**src/rtl/lfsr_sched.sv**
```systemverilog
// Shared pseudo-random word server: one Fibonacci LFSR time-shared among NREQ
// requesters through a round-robin arbiter; each grant delivers the word after STEPS shifts.
module lfsr_sched #(
  parameter int unsigned      WIDTH        = 8,
  parameter logic [WIDTH-1:0] TAP_MASK     = 8'hB8,
  parameter int unsigned      NREQ         = 4,
  parameter int unsigned      STEPS        = 8,
  parameter logic [WIDTH-1:0] SEED_DEFAULT = 8'h01
) (
  input  logic             clk,
  input  logic             rst_n,
  input  logic             seed_load,
  input  logic [WIDTH-1:0] seed,
  input  logic [NREQ-1:0]  req,
  output logic [NREQ-1:0]  gnt,
  output logic [WIDTH-1:0] rdata,
  output logic             busy
);

  localparam int unsigned PTR_W = (NREQ > 1) ? $clog2(NREQ) : 1;
  localparam int unsigned CNT_W = (STEPS > 1) ? $clog2(STEPS) : 1;

  typedef enum logic [1:0] {IDLE, SHIFT, DELIVER} state_t;

  state_t           state, state_next;
  logic [PTR_W-1:0] ptr, ptr_next;
  logic [PTR_W-1:0] winner, winner_next;
  logic [PTR_W-1:0] pick;
  logic             pick_vld;
  logic [PTR_W:0]   scan;
  logic [CNT_W-1:0] cnt, cnt_next;
  logic [WIDTH-1:0] lfsr, lfsr_next, lfsr_shift, seed_eff;
  logic [NREQ-1:0]  gnt_next;
  logic [WIDTH-1:0] rdata_next;

  assign lfsr_shift = {lfsr[WIDTH-2:0], ^(lfsr & TAP_MASK)};
  // A zero seed would lock the LFSR up, so it is replaced by the default.
  assign seed_eff   = (seed == '0) ? SEED_DEFAULT : seed;
  assign busy       = (state != IDLE);

  // Walk downward so the last hit is the nearest set request at or above ptr.
  always_comb begin
    pick     = ptr;
    pick_vld = 1'b0;
    scan     = '0;
    for (int i = int'(NREQ) - 1; i >= 0; i--) begin
      scan = {1'b0, ptr} + (PTR_W+1)'(i);
      if (scan >= (PTR_W+1)'(NREQ)) scan = scan - (PTR_W+1)'(NREQ);
      if (req[scan[PTR_W-1:0]]) begin
        pick     = scan[PTR_W-1:0];
        pick_vld = 1'b1;
      end
    end
  end

  always_comb begin
    state_next  = state;
    ptr_next    = ptr;
    winner_next = winner;
    cnt_next    = cnt;
    lfsr_next   = lfsr;
    gnt_next    = '0;
    rdata_next  = rdata;
    case (state)
      IDLE: begin
        if (!seed_load && pick_vld) begin
          winner_next = pick;
          cnt_next    = CNT_W'(STEPS - 1);
          state_next  = SHIFT;
        end
      end
      SHIFT: begin
        if (seed_load) begin
          cnt_next   = '0;
          state_next = IDLE;
        end else begin
          lfsr_next = lfsr_shift;
          if (cnt == '0) begin
            gnt_next   = NREQ'(1) << winner;
            rdata_next = lfsr_shift;
            state_next = DELIVER;
          end else begin
            cnt_next = cnt - CNT_W'(1);
          end
        end
      end
      DELIVER: begin
        ptr_next   = (winner == PTR_W'(NREQ - 1)) ? '0 : winner + PTR_W'(1);
        state_next = IDLE;
      end
      default: state_next = IDLE;
    endcase
    // Seeding wins over everything; in DELIVER it coexists with the grant.
    if (seed_load) lfsr_next = seed_eff;
  end

  always_ff @(posedge clk or negedge rst_n) begin
    if (!rst_n) begin
      state  <= IDLE;
      lfsr   <= SEED_DEFAULT;
      ptr    <= '0;
      winner <= '0;
      cnt    <= '0;
      gnt    <= '0;
      rdata  <= '0;
    end else begin
      state  <= state_next;
      lfsr   <= lfsr_next;
      ptr    <= ptr_next;
      winner <= winner_next;
      cnt    <= cnt_next;
      gnt    <= gnt_next;
      rdata  <= rdata_next;
    end
  end

endmodule

```
**config.mk**
```make
export PLATFORM = sky130hd
export DESIGN_NAME = lfsr_sched
export DESIGN_NICKNAME = d
export VERILOG_FILES = /design/src/rtl/lfsr_sched.sv
export SDC_FILE = /design/constraint.sdc
export NUM_CORES = 1
export LEC_CHECK = 0
export BUFFER_PORTS_ARGS = -buffer_cell sky130_fd_sc_hd__clkbuf_2
export CORE_ASPECT_RATIO = 1.4
export CORE_MARGIN = 4
export CORE_UTILIZATION = 30
export CTS_BUF_LIST = sky130_fd_sc_hd__clkbuf_8 sky130_fd_sc_hd__clkbuf_16
export DETAILED_ROUTE_END_ITERATION = 10
export GPL_ROUTABILITY_DRIVEN = 0
export HOLD_SLACK_MARGIN = 0.08
export PLACE_DENSITY_LB_ADDON = 0.05
export SLEW_MARGIN = 10
export SYNTH_ARGS = -nofsm -noshare
export SYNTH_HDL_FRONTEND = slang
export SYNTH_SLANG_ARGS = --single-unit
```
**constraint.sdc**
```tcl
create_clock -name clk -period 3.1 [get_ports clk]
set_input_delay 0.775 -clock clk [delete_from_list [all_inputs] [get_ports clk]]
set_output_delay 0.775 -clock clk [all_outputs]
set_load 0.005 [all_outputs]
```
==> metrics.yaml <==
postSynth.asyncResetShare_pct: 100
avg_synthesized_cell_area_um2: 11.6
detailedRoute.firstPassIterationCount: 4
dominant_synthesized_flop_cell: "sky130_fd_sc_hd__dfrtp_1"
gr-total-overflow: 0
cts_max_level: 2
crit_buf_inv: 1
layout-area-overhead-vs-synth_pct: 17.3
cts_tree: "built"
post-cts-setup-buffers: 0
worstSetupStartpointType: "flop"
synth_top_area_cell: "sky130_fd_sc_hd__dfrtp_1"
grt_usage_pct: 11.5
critical_path.reg2reg.startpoint: "cnt[0]"
cts-root-to-sink-buffers: 2
finalSetupViolations: 0
power.total_uw: 1350
detail_route.vias_per_cell: 4.67
antenna_cells_inserted: 0
drt_first_iter_violations: 38
worst_slew_pin_slew_ps: 727
clock.fmax_mhz: 504
yosys_register_bits: 29
final-instance-count-excl-fill: 219
endpoint_kind: "output pin"
critical_register_to_register_path_endpoint: "rdata[6]"
timing.critical_path.depth: 2
ys_top_cells_by_area: "sky130_fd_sc_hd__dfrtp_1, sky130_fd_sc_hd__mux2_4, sky130_fd_sc_hd__ha_1, sky130_fd_sc_hd__mux2i_1, sky130_fd_sc_hd__o21ai_0"
antenna_found_initial: 0
critical_path.cell_chain: "or2_2 > clkbuf_2"
path_class: "flop to output pin"
p_leak_uw: 0.000841
floorplan.rows: 29
timing.reg2reg.setup_slack_ps: 1160
worstRegToRegCells: 6
cp.arrival_ps: 1210
fp.coreArea_um2: 4610
max-cap-violations: 0
routedWlPerCell_um: 13.7
skew_ps: 4.41
dieWidth_um: 66.9
floorplan.initialDensity_pct: 31.6
cp_slowest_stage_delay_ps: 490
run_status: "finished clean"
layout.filler_cells: 494
period_utilization_post_route_pct: 64.0
finish.net_count: 177
edff_count_synth: 0
die_footprint_um2: 6050
synth_cells: 126
hold_start: "rdata[1]"
port_buffers: 27
finalWirelength_mm: 3.01
setup_tns_final_ps: 0
num_io_pins: 28
largest_net_degree_at_the_start_of_global_routing: 30
synth.cell_area_um2: 1460
endpoint: "busy"
dpl.cell_count: 211
post_cts_resize_count: 0
grt_pass1_wl_mm: 5.22
post-route-min-period_ps: 1990
max-slew-margin-rel_pct: 51.6
final_antenna_net_count: 0
dp.final_hpwl_mm: 2.27
critical_path.slowest_cell: "sky130_fd_sc_hd__dfrtp_1"
clock_sinks: 29
yosysTopAreaCellShare_pct: 48.1
netlist-cell-type-count: 36
postCtsHoldBufs: 0
clockRootBuffer: "sky130_fd_sc_hd__clkbuf_8"
clk-insertion-delay-late_ps: 280
hold_viol: 0
drc_errors: 0
seq_area_frac_synth_pct: 49.9
synthesis_warning_total: 0
drv_slew: 0
crit_family: "flip-flops"
required_ps: 2320
power.ir.vdd_worst_uv: 263
dr_total_vias: 1023
grt_setup_unrepaired: "false"
power_density_nw_per_um2: 792
floorplan.die.height_um: 90.5
syn_nets: 147
hold_crit_class: "flop to flop"
cts_made_buffers: 5
via_count_of_the_first_global_routing_pass: 1092
critical_path_launch_point: "state[0]"
final_layout_size_suffix_gt1_share_pct: 31.2
clkTransAtPathRegs_ps: 60
cp_max_fanout: 8
report_power, final:
part           internal [uW]  leakage [uW]  switching [uW]
sequential               503      0.000361             106
combinational            249      0.000431             203
clock                    152     0.0000491             140
final cells by class:
type                            count  area [um^2]  share of cell area (%)
Sequential cell                    29          727                    42.5
Multi-Input combinational cell     86          662                    38.7
Timing Repair Buffer               27          135                    7.90
Tap cell                           62         77.6                    4.54
Clock buffer                        5         68.8                    4.02
Inverter                            7         26.3                    1.54
Clock inverter                      3         13.8                   0.805
flip-flops by register name, summed over array words and instances (netlist names):
signal,cells
lfsr,8
rdata,8
gnt,4
cnt,3
ptr,2
state,2
winner,2
cells in the mapped netlist (3+ instances only):
cell type / instances
sky130_fd_sc_hd__nor3_1: 5
sky130_fd_sc_hd__nor2_1: 6
sky130_fd_sc_hd__and3_1: 4
sky130_fd_sc_hd__nand2_1: 9
sky130_fd_sc_hd__mux2_4: 8
sky130_fd_sc_hd__o22ai_1: 4
sky130_fd_sc_hd__mux2i_1: 7
sky130_fd_sc_hd__o21ai_0: 11
sky130_fd_sc_hd__inv_1: 7
sky130_fd_sc_hd__ha_1: 6
sky130_fd_sc_hd__dfrtp_1: 28
sky130_fd_sc_hd__a21oi_1: 3
per-layer routing:
metal / track usage [%] / wire length (um)
met1: 12.5 / 1210
met5: 0 / 0
met4: 5.08 / 68
met3: 3.74 / 135
met2: 19.6 / 1590
layout by cell type, fill, tap and decap left out, types with 2 or more instances in the layout:
cell type,count
sky130_fd_sc_hd__o21ai_0,11
sky130_fd_sc_hd__clkbuf_8,5
sky130_fd_sc_hd__nor2b_1,2
sky130_fd_sc_hd__and3_1,4
sky130_fd_sc_hd__a21oi_1,3
sky130_fd_sc_hd__ha_1,6
sky130_fd_sc_hd__clkbuf_2,27
sky130_fd_sc_hd__xnor2_1,2
sky130_fd_sc_hd__inv_1,8
sky130_fd_sc_hd__dfrtp_1,28
sky130_fd_sc_hd__mux2_4,8
sky130_fd_sc_hd__mux2i_1,7
sky130_fd_sc_hd__nor2_1,6
sky130_fd_sc_hd__a211oi_1,2
sky130_fd_sc_hd__nor3_1,5
sky130_fd_sc_hd__nand2_1,9
sky130_fd_sc_hd__o22ai_1,4
sky130_fd_sc_hd__nor4_1,2
sky130_fd_sc_hd__clkinv_2,2
logic make-up after synthesis:
group                      share of synthesized area (%)
and+or+nand+nor                                     14.2
DFF                                                 49.9
AOI/OAI and AO/OA                                   10.5
muxes                                               13.8
buffers and inverters                               4.72
adders and majority gates                           5.15
xor gates and xnor gates                            1.80
per-stage QoR:
stage          setup WS [ps]  hold WS, ps  cell area, um^2  util (%)
6_report                1110          516             1710      37.1
5_1_grt                 1040          535             1710      37.1
4_1_cts                 1100          522             1710      37.1
3_5_place_dp             897          497             1630      35.3
3_3_place_gp             940          504             1630      35.3
2_1_floorplan           1370          479             1460         -
how the worst min path moves through the flow:
stage / end / slack [ps] / depth (start not counted)
detailed placement: rdata[3] / 500 / 1
floorplan: cnt[0] / 480 / 0
global route: rdata[0] / 530 / 1
CTS: rdata[3] / 520 / 1
global placement: rdata[5] / 500 / 1
finish: rdata[1] / 520 / 1
(Power assumes the default switching activity.)
